`config.mk`:
```
export PLATFORM = sky130hd
export DESIGN_NAME = uart_8n1_tx_arbiter
export DESIGN_NICKNAME = d
export VERILOG_FILES = /design/src/rtl/uart_8n1_tx_arbiter.sv
export SDC_FILE = /design/constraint.sdc
export NUM_CORES = 1
export LEC_CHECK = 0
export CORE_MARGIN = 4
export CORE_UTILIZATION = 41
export CTS_CLUSTER_DIAMETER = 80
export DETAILED_ROUTE_END_ITERATION = 6
export PLACE_DENSITY = 0.86
export SLEW_MARGIN = 20
export SYNTH_ARGS = -nofsm -noshare
export SYNTH_HDL_FRONTEND = slang
export SYNTH_SLANG_ARGS = --single-unit
```
`constraint.sdc`:
```
create_clock -name clk_baud_16x -period 3.4 [get_ports clk_baud_16x]
set_input_delay 0.85 -clock clk_baud_16x [delete_from_list [all_inputs] [get_ports clk_baud_16x]]
set_output_delay 0.85 -clock clk_baud_16x [all_outputs]
set_load 0.005 [all_outputs]
```
`src/rtl/uart_8n1_tx_arbiter.sv`:
```
// Round-robin arbiter sharing one 8N1 UART transmitter between NUM_PORTS byte
// requesters; one grant per frame, next grant only after the frame completes.
module uart_8n1_tx_arbiter #(
    parameter int NUM_PORTS = 4,
    parameter int IDX_WIDTH = 2
) (
    input  logic                   clk_baud_16x,
    input  logic                   reset,
    input  logic [NUM_PORTS-1:0]   req_valid,
    input  logic [8*NUM_PORTS-1:0] req_data,
    output logic [NUM_PORTS-1:0]   req_ready,
    output logic [7:0]             trans_data,
    output logic                   trans_write,
    input  logic                   trans_busy,
    output logic                   tx_active,
    output logic [IDX_WIDTH-1:0]   tx_owner
);

    typedef enum logic [1:0] {
        ST_IDLE       = 2'd0,
        ST_ISSUE      = 2'd1,
        ST_WAIT_START = 2'd2,
        ST_WAIT_DONE  = 2'd3
    } state_t;

    state_t                 state_r;
    state_t                 state_next_s;
    logic [IDX_WIDTH-1:0]   last_grant_r;
    logic [IDX_WIDTH:0]     search_start_s;
    logic [IDX_WIDTH:0]     grant_off_s;
    logic [IDX_WIDTH:0]     grant_sum_s;
    logic [NUM_PORTS-1:0]   valid_rot_s;
    logic [NUM_PORTS-1:0]   scan_s;
    logic                   grant_found_s;
    logic                   grant_fire_s;
    logic [IDX_WIDTH-1:0]   grant_idx_s;
    logic [7:0]             grant_byte_s;

    // Round-robin search: rotate the valid vector so the port after the last
    // grant sits at bit 0, take the first set bit, then map back to a port index.
    always_comb begin
        search_start_s = {1'b0, last_grant_r} + (IDX_WIDTH+1)'(1);
        valid_rot_s    = NUM_PORTS'({req_valid, req_valid} >> search_start_s);
        scan_s         = valid_rot_s;
        grant_found_s  = 1'b0;
        grant_off_s    = {(IDX_WIDTH+1){1'b0}};
        for (int k = 0; k < NUM_PORTS; k++) begin
            if (!grant_found_s && scan_s[0]) begin
                grant_found_s = 1'b1;
                grant_off_s   = (IDX_WIDTH+1)'(k);
            end else begin
                grant_found_s = grant_found_s;
            end
            scan_s = scan_s >> 1;
        end
        grant_sum_s = search_start_s + grant_off_s;
        if (grant_sum_s >= (IDX_WIDTH+1)'(NUM_PORTS)) begin
            grant_sum_s = grant_sum_s - (IDX_WIDTH+1)'(NUM_PORTS);
        end else begin
            grant_sum_s = grant_sum_s;
        end
        grant_idx_s  = grant_sum_s[IDX_WIDTH-1:0];
        grant_byte_s = 8'(req_data >> {grant_idx_s, 3'b000});
    end

    // Handshake: ready is only offered from IDLE with the transmitter free.
    always_comb begin
        grant_fire_s = (state_r == ST_IDLE) && !trans_busy && grant_found_s && !reset;
        if (grant_fire_s) begin
            req_ready = NUM_PORTS'(1) << grant_idx_s;
        end else begin
            req_ready = {NUM_PORTS{1'b0}};
        end
    end

    // Next-state logic.
    always_comb begin
        state_next_s = state_r;
        case (state_r)
            ST_IDLE: begin
                if (grant_fire_s) state_next_s = ST_ISSUE;
                else              state_next_s = ST_IDLE;
            end
            ST_ISSUE: begin
                state_next_s = ST_WAIT_START;
            end
            ST_WAIT_START: begin
                if (trans_busy) state_next_s = ST_WAIT_DONE;
                else            state_next_s = ST_WAIT_START;
            end
            ST_WAIT_DONE: begin
                if (!trans_busy) state_next_s = ST_IDLE;
                else             state_next_s = ST_WAIT_DONE;
            end
            default: begin
                state_next_s = ST_IDLE;
            end
        endcase
    end

    // State register.
    always_ff @(posedge clk_baud_16x) begin
        if (reset) begin
            state_r <= ST_IDLE;
        end else begin
            state_r <= state_next_s;
        end
    end

    // Registered outputs; the write strobe is high exactly while in ISSUE.
    always_ff @(posedge clk_baud_16x) begin
        if (reset) begin
            trans_write  <= 1'b0;
            trans_data   <= 8'h00;
            tx_active    <= 1'b0;
            tx_owner     <= {IDX_WIDTH{1'b0}};
            last_grant_r <= IDX_WIDTH'(NUM_PORTS - 1);
        end else begin
            trans_write <= grant_fire_s;
            tx_active   <= (state_next_s != ST_IDLE);
            if (grant_fire_s) begin
                trans_data   <= grant_byte_s;
                tx_owner     <= grant_idx_s;
                last_grant_r <= grant_idx_s;
            end
        end
    end

endmodule

```
==> impl_metrics.yaml <==
final_layout:
  design.final.nets: 253
  diodes: 0
  flow.area_growth_from_synthesis_pct: 72.6
  mostFrequentLayoutCell: "clkdlybuf4s50_1"
  post_route_cells_drive_above_1_share_pct: 30.7
  final.fill_count: 200
  top_library_cells_by_usage_in_the_layout_fill_and_taps_aside: "46 x clkdlybuf4s50_1, 28 x buf_4, 19 x nor2_1"
synth:
  yosys-mux-area-fraction_pct: 15.4
  synth_simple_gate_area_share_pct: 18.8
  ys_seq_area_share_pct: 27.3
  synthesis.area_sq_um: 1170
  post_synth_fa_ha_maj_area_fraction_pct: 1.06
  synth_compound_area_share_pct: 26.1
  ys.warnings.count: 0
  ys_types: 35
  post_synth_xor_area_fraction_pct: 2.98
  synthesis_stage_register_bit_count: 16
  postSynthNetCount: 175
  syn_inst: 135
  synth_top_family_by_area: "compound AO/OA/AOI/OAI gates"
  avgSynthCellArea_sq_um: 8.70
floorplanning:
  floorplan.initialDensity_pct: 42.6
  floorplan.io_pins: 55
  fp-row-count: 19
  fp.coreArea_sq_um: 2760
  dieWidth_um: 61.5
  die_height_um: 61.5
  overall_die_area_sq_um: 3790
detailed_routing:
  drt_iter0_drcs: 53
  dr_total_vias: 1337
  first_pass_iters: 4
  finalWirelength_um: 3790
  detail-route-antenna-nets: 0
  wl_per_cell_um: 15.6
  post_drt_via_cell_ratio: 5.50
  detail_route.drc_violations: 0
grt:
  overflow: 0
  grt_antenna_before_repair: 0
  grt_pass1_wl_um: 5620
  grt_start_max_net_pins: 17
  globalRouteTotalUtil_pct: 20.1
  vias_in_the_first_global_route: 1292
clocking:
  cts_buffer_depth: 2
  cts_tree: "yes"
  clk-insertion-delay-late_ps: 280
  number_of_hold_buffers_added_after_cts: 0
  clock_tree.root_cell: "clkbuf_4"
  clkSinkCount: 16
  cts-htree-levels: 1
  clk_pin_slew_ps: 90
  cts_made_buffers: 3
power_and_ir_drop:
  irDropWorstVdd_uv: 333
  pwr_density_cell_nw_per_um2: 378
  total_leakage_power_uw: 0.000861
  pnr_total_power_uw: 767
timing:
  finalSetupViolations: 0
  final.setup.tns_ps: 0
  fin_crit_ps: 3350
  timing.final.crit_share_pct: 98.4
  timing.final.max_slew_violations: 0
  fmax_mhz: 299
  worst_pin_slew_ps: 635
  skew_ps: 2.02
  worst_slew_margin_rel_pct: 57.6
  fin_ws_ps: 54.2
  timing.final.hold_violations: 0
  grt_setup_unrepaired: "true"
critical_path:
  timing.critical_path.max_delay_family: "buffers and inverters"
  cp_cell_sequence: "buf_12 > nor2_4 > nor4_4 > a21oi_2 > o21ai_1 > a21oi_1 > ha_2 > buf_6 > xnor2_4 > xnor2_2 > nor3_2 > buf_2"
  worstSetupPathType: "input pin to output port"
  worstPathArrival_ps: 2500
  worst_setup_path_end_kind: "output port"
  timing.critical_path.slowest_cell_delay_ps: 240
  crit_path_top_delay_cell: "ha_2"
  critPathLaunchType: "input pin"
  critPathBufInv: 3
  data_required_time_at_the_worst_endpoint_ps: 2550
  crit_fanout: 5
placement:
  place.detailed.hpwl_um: 2780
  port-buffer-count: 54
  place_ws_ps: -847
  globalplace.congestion: 0.815
outcome:
  outcome: "completed"
hold_path:
  hold_path.class: "register to register"
job:
  drv_cap: 0
worst paths after layout:
| path | cells after the start | slack (ps) | from | end |
|---|---|---|---|---|
| hold reg to reg | 1 | 500 | trans_data[4] | trans_data[4] |
| setup / recovery | 12 | 50 | req_valid[2] | req_ready[3] |
| hold / removal | 1 | 500 | trans_data[4] | trans_data[4] |
| setup reg to reg | 12 | 670 | last_grant_r[0] | trans_data[0] |
cell families after synthesis:
kind of cell               count (synthesis)
buffers and inverters                     14
muxes                                     18
xor gates and xnor gates                   4
DFF                                       16
and+or+nand+nor                           42
adders and majority gates                  1
AOI/OAI and AO/OA                         40
timing repair:
item / 4_1_cts / 5_1_grt
gates resized for setup: 42 / 22
cloned: 0 / 0
buffers inserted: 6 / 5
pin swaps: 6 / 11
setup endpoints to repair: 4 / 4
where the power goes:
part           switching, uW  leakage [uW]  internal [uW]  total [uW]
combinational            169      0.000709            232         401
sequential              27.4      0.000131            215         243
clock                   57.6     0.0000210           65.1         123
total                    254      0.000861            513         767
state kept, by name, indices dropped and copies added (netlist names):
| signal | cells |
|---|---|
| state_r | 2 |
| tx_active | 1 |
| trans_data | 8 |
| trans_write | 1 |
| tx_owner | 2 |
| last_grant_r | 2 |
stage by stage:
step | hold slack, ps | util [%] | area (sq um) | std cells
after floorplan | 470 | - | 1170 | 135
after global placement | 467 | 66.0 | 1820 | 229
after detailed placement | 472 | 66.0 | 1820 | 229
after CTS | 500 | 70.2 | 1940 | 239
after global routing | 518 | 73.5 | 2030 | 243
final | 502 | 73.5 | 2030 | 243
layer usage:
layer  share of wire [%]  vias to the layer above  global-route usage [%]
met5                   0                        -                       0
met2                  51                       55                    36.8
met4                 1.2                        0                    6.36
met1                  41                      614                    22.2
met3                 7.2                        6                    5.45
li1                    -                      662                       -
cell type report:
cell class | count | area (sq um) | area share, %
Multi-Input combinational cell | 105 | 852 | 42.0
Sequential cell | 16 | 322 | 15.9
Tap cell | 31 | 38.8 | 1.91
Clock buffer | 4 | 36.3 | 1.79
Inverter | 4 | 20.0 | 0.987
Timing Repair Buffer | 83 | 759 | 37.4
cells in the mapped netlist:
library cell	instances	share of area [%]
mux2_2	1	0.96
nor4_1	1	0.53
o31a_1	1	0.75
a221o_1	8	6.8
o21ai_1	1	0.43
buf_6	4	3.8
buf_4	1	0.64
nor4_2	2	2.1
inv_2	1	0.32
buf_2	4	1.7
a21oi_2	1	0.75
nor3b_1	1	0.64
a21oi_1	5	2.1
nand3b_1	1	0.64
dfxtp_1	16	27
o22ai_4	1	1.7
o21ai_0	4	1.7
nand2_1	4	1.3
nor2b_1	1	0.53
nand2_2	1	0.53
inv_6	1	0.75
xnor2_1	3	2.2
o22a_1	8	6.0
nand2_4	2	1.9
nor2_2	1	0.53
clkbuf_2	1	0.43
inv_1	2	0.64
ha_1	1	1.1
mux2i_1	17	14
nor3_1	5	2.1
xor2_1	1	0.75
o22ai_1	9	4.8
nand2b_1	3	1.6
a31oi_1	2	1.1
nor2_1	20	6.4
Power figures use the tool's default switching activity.
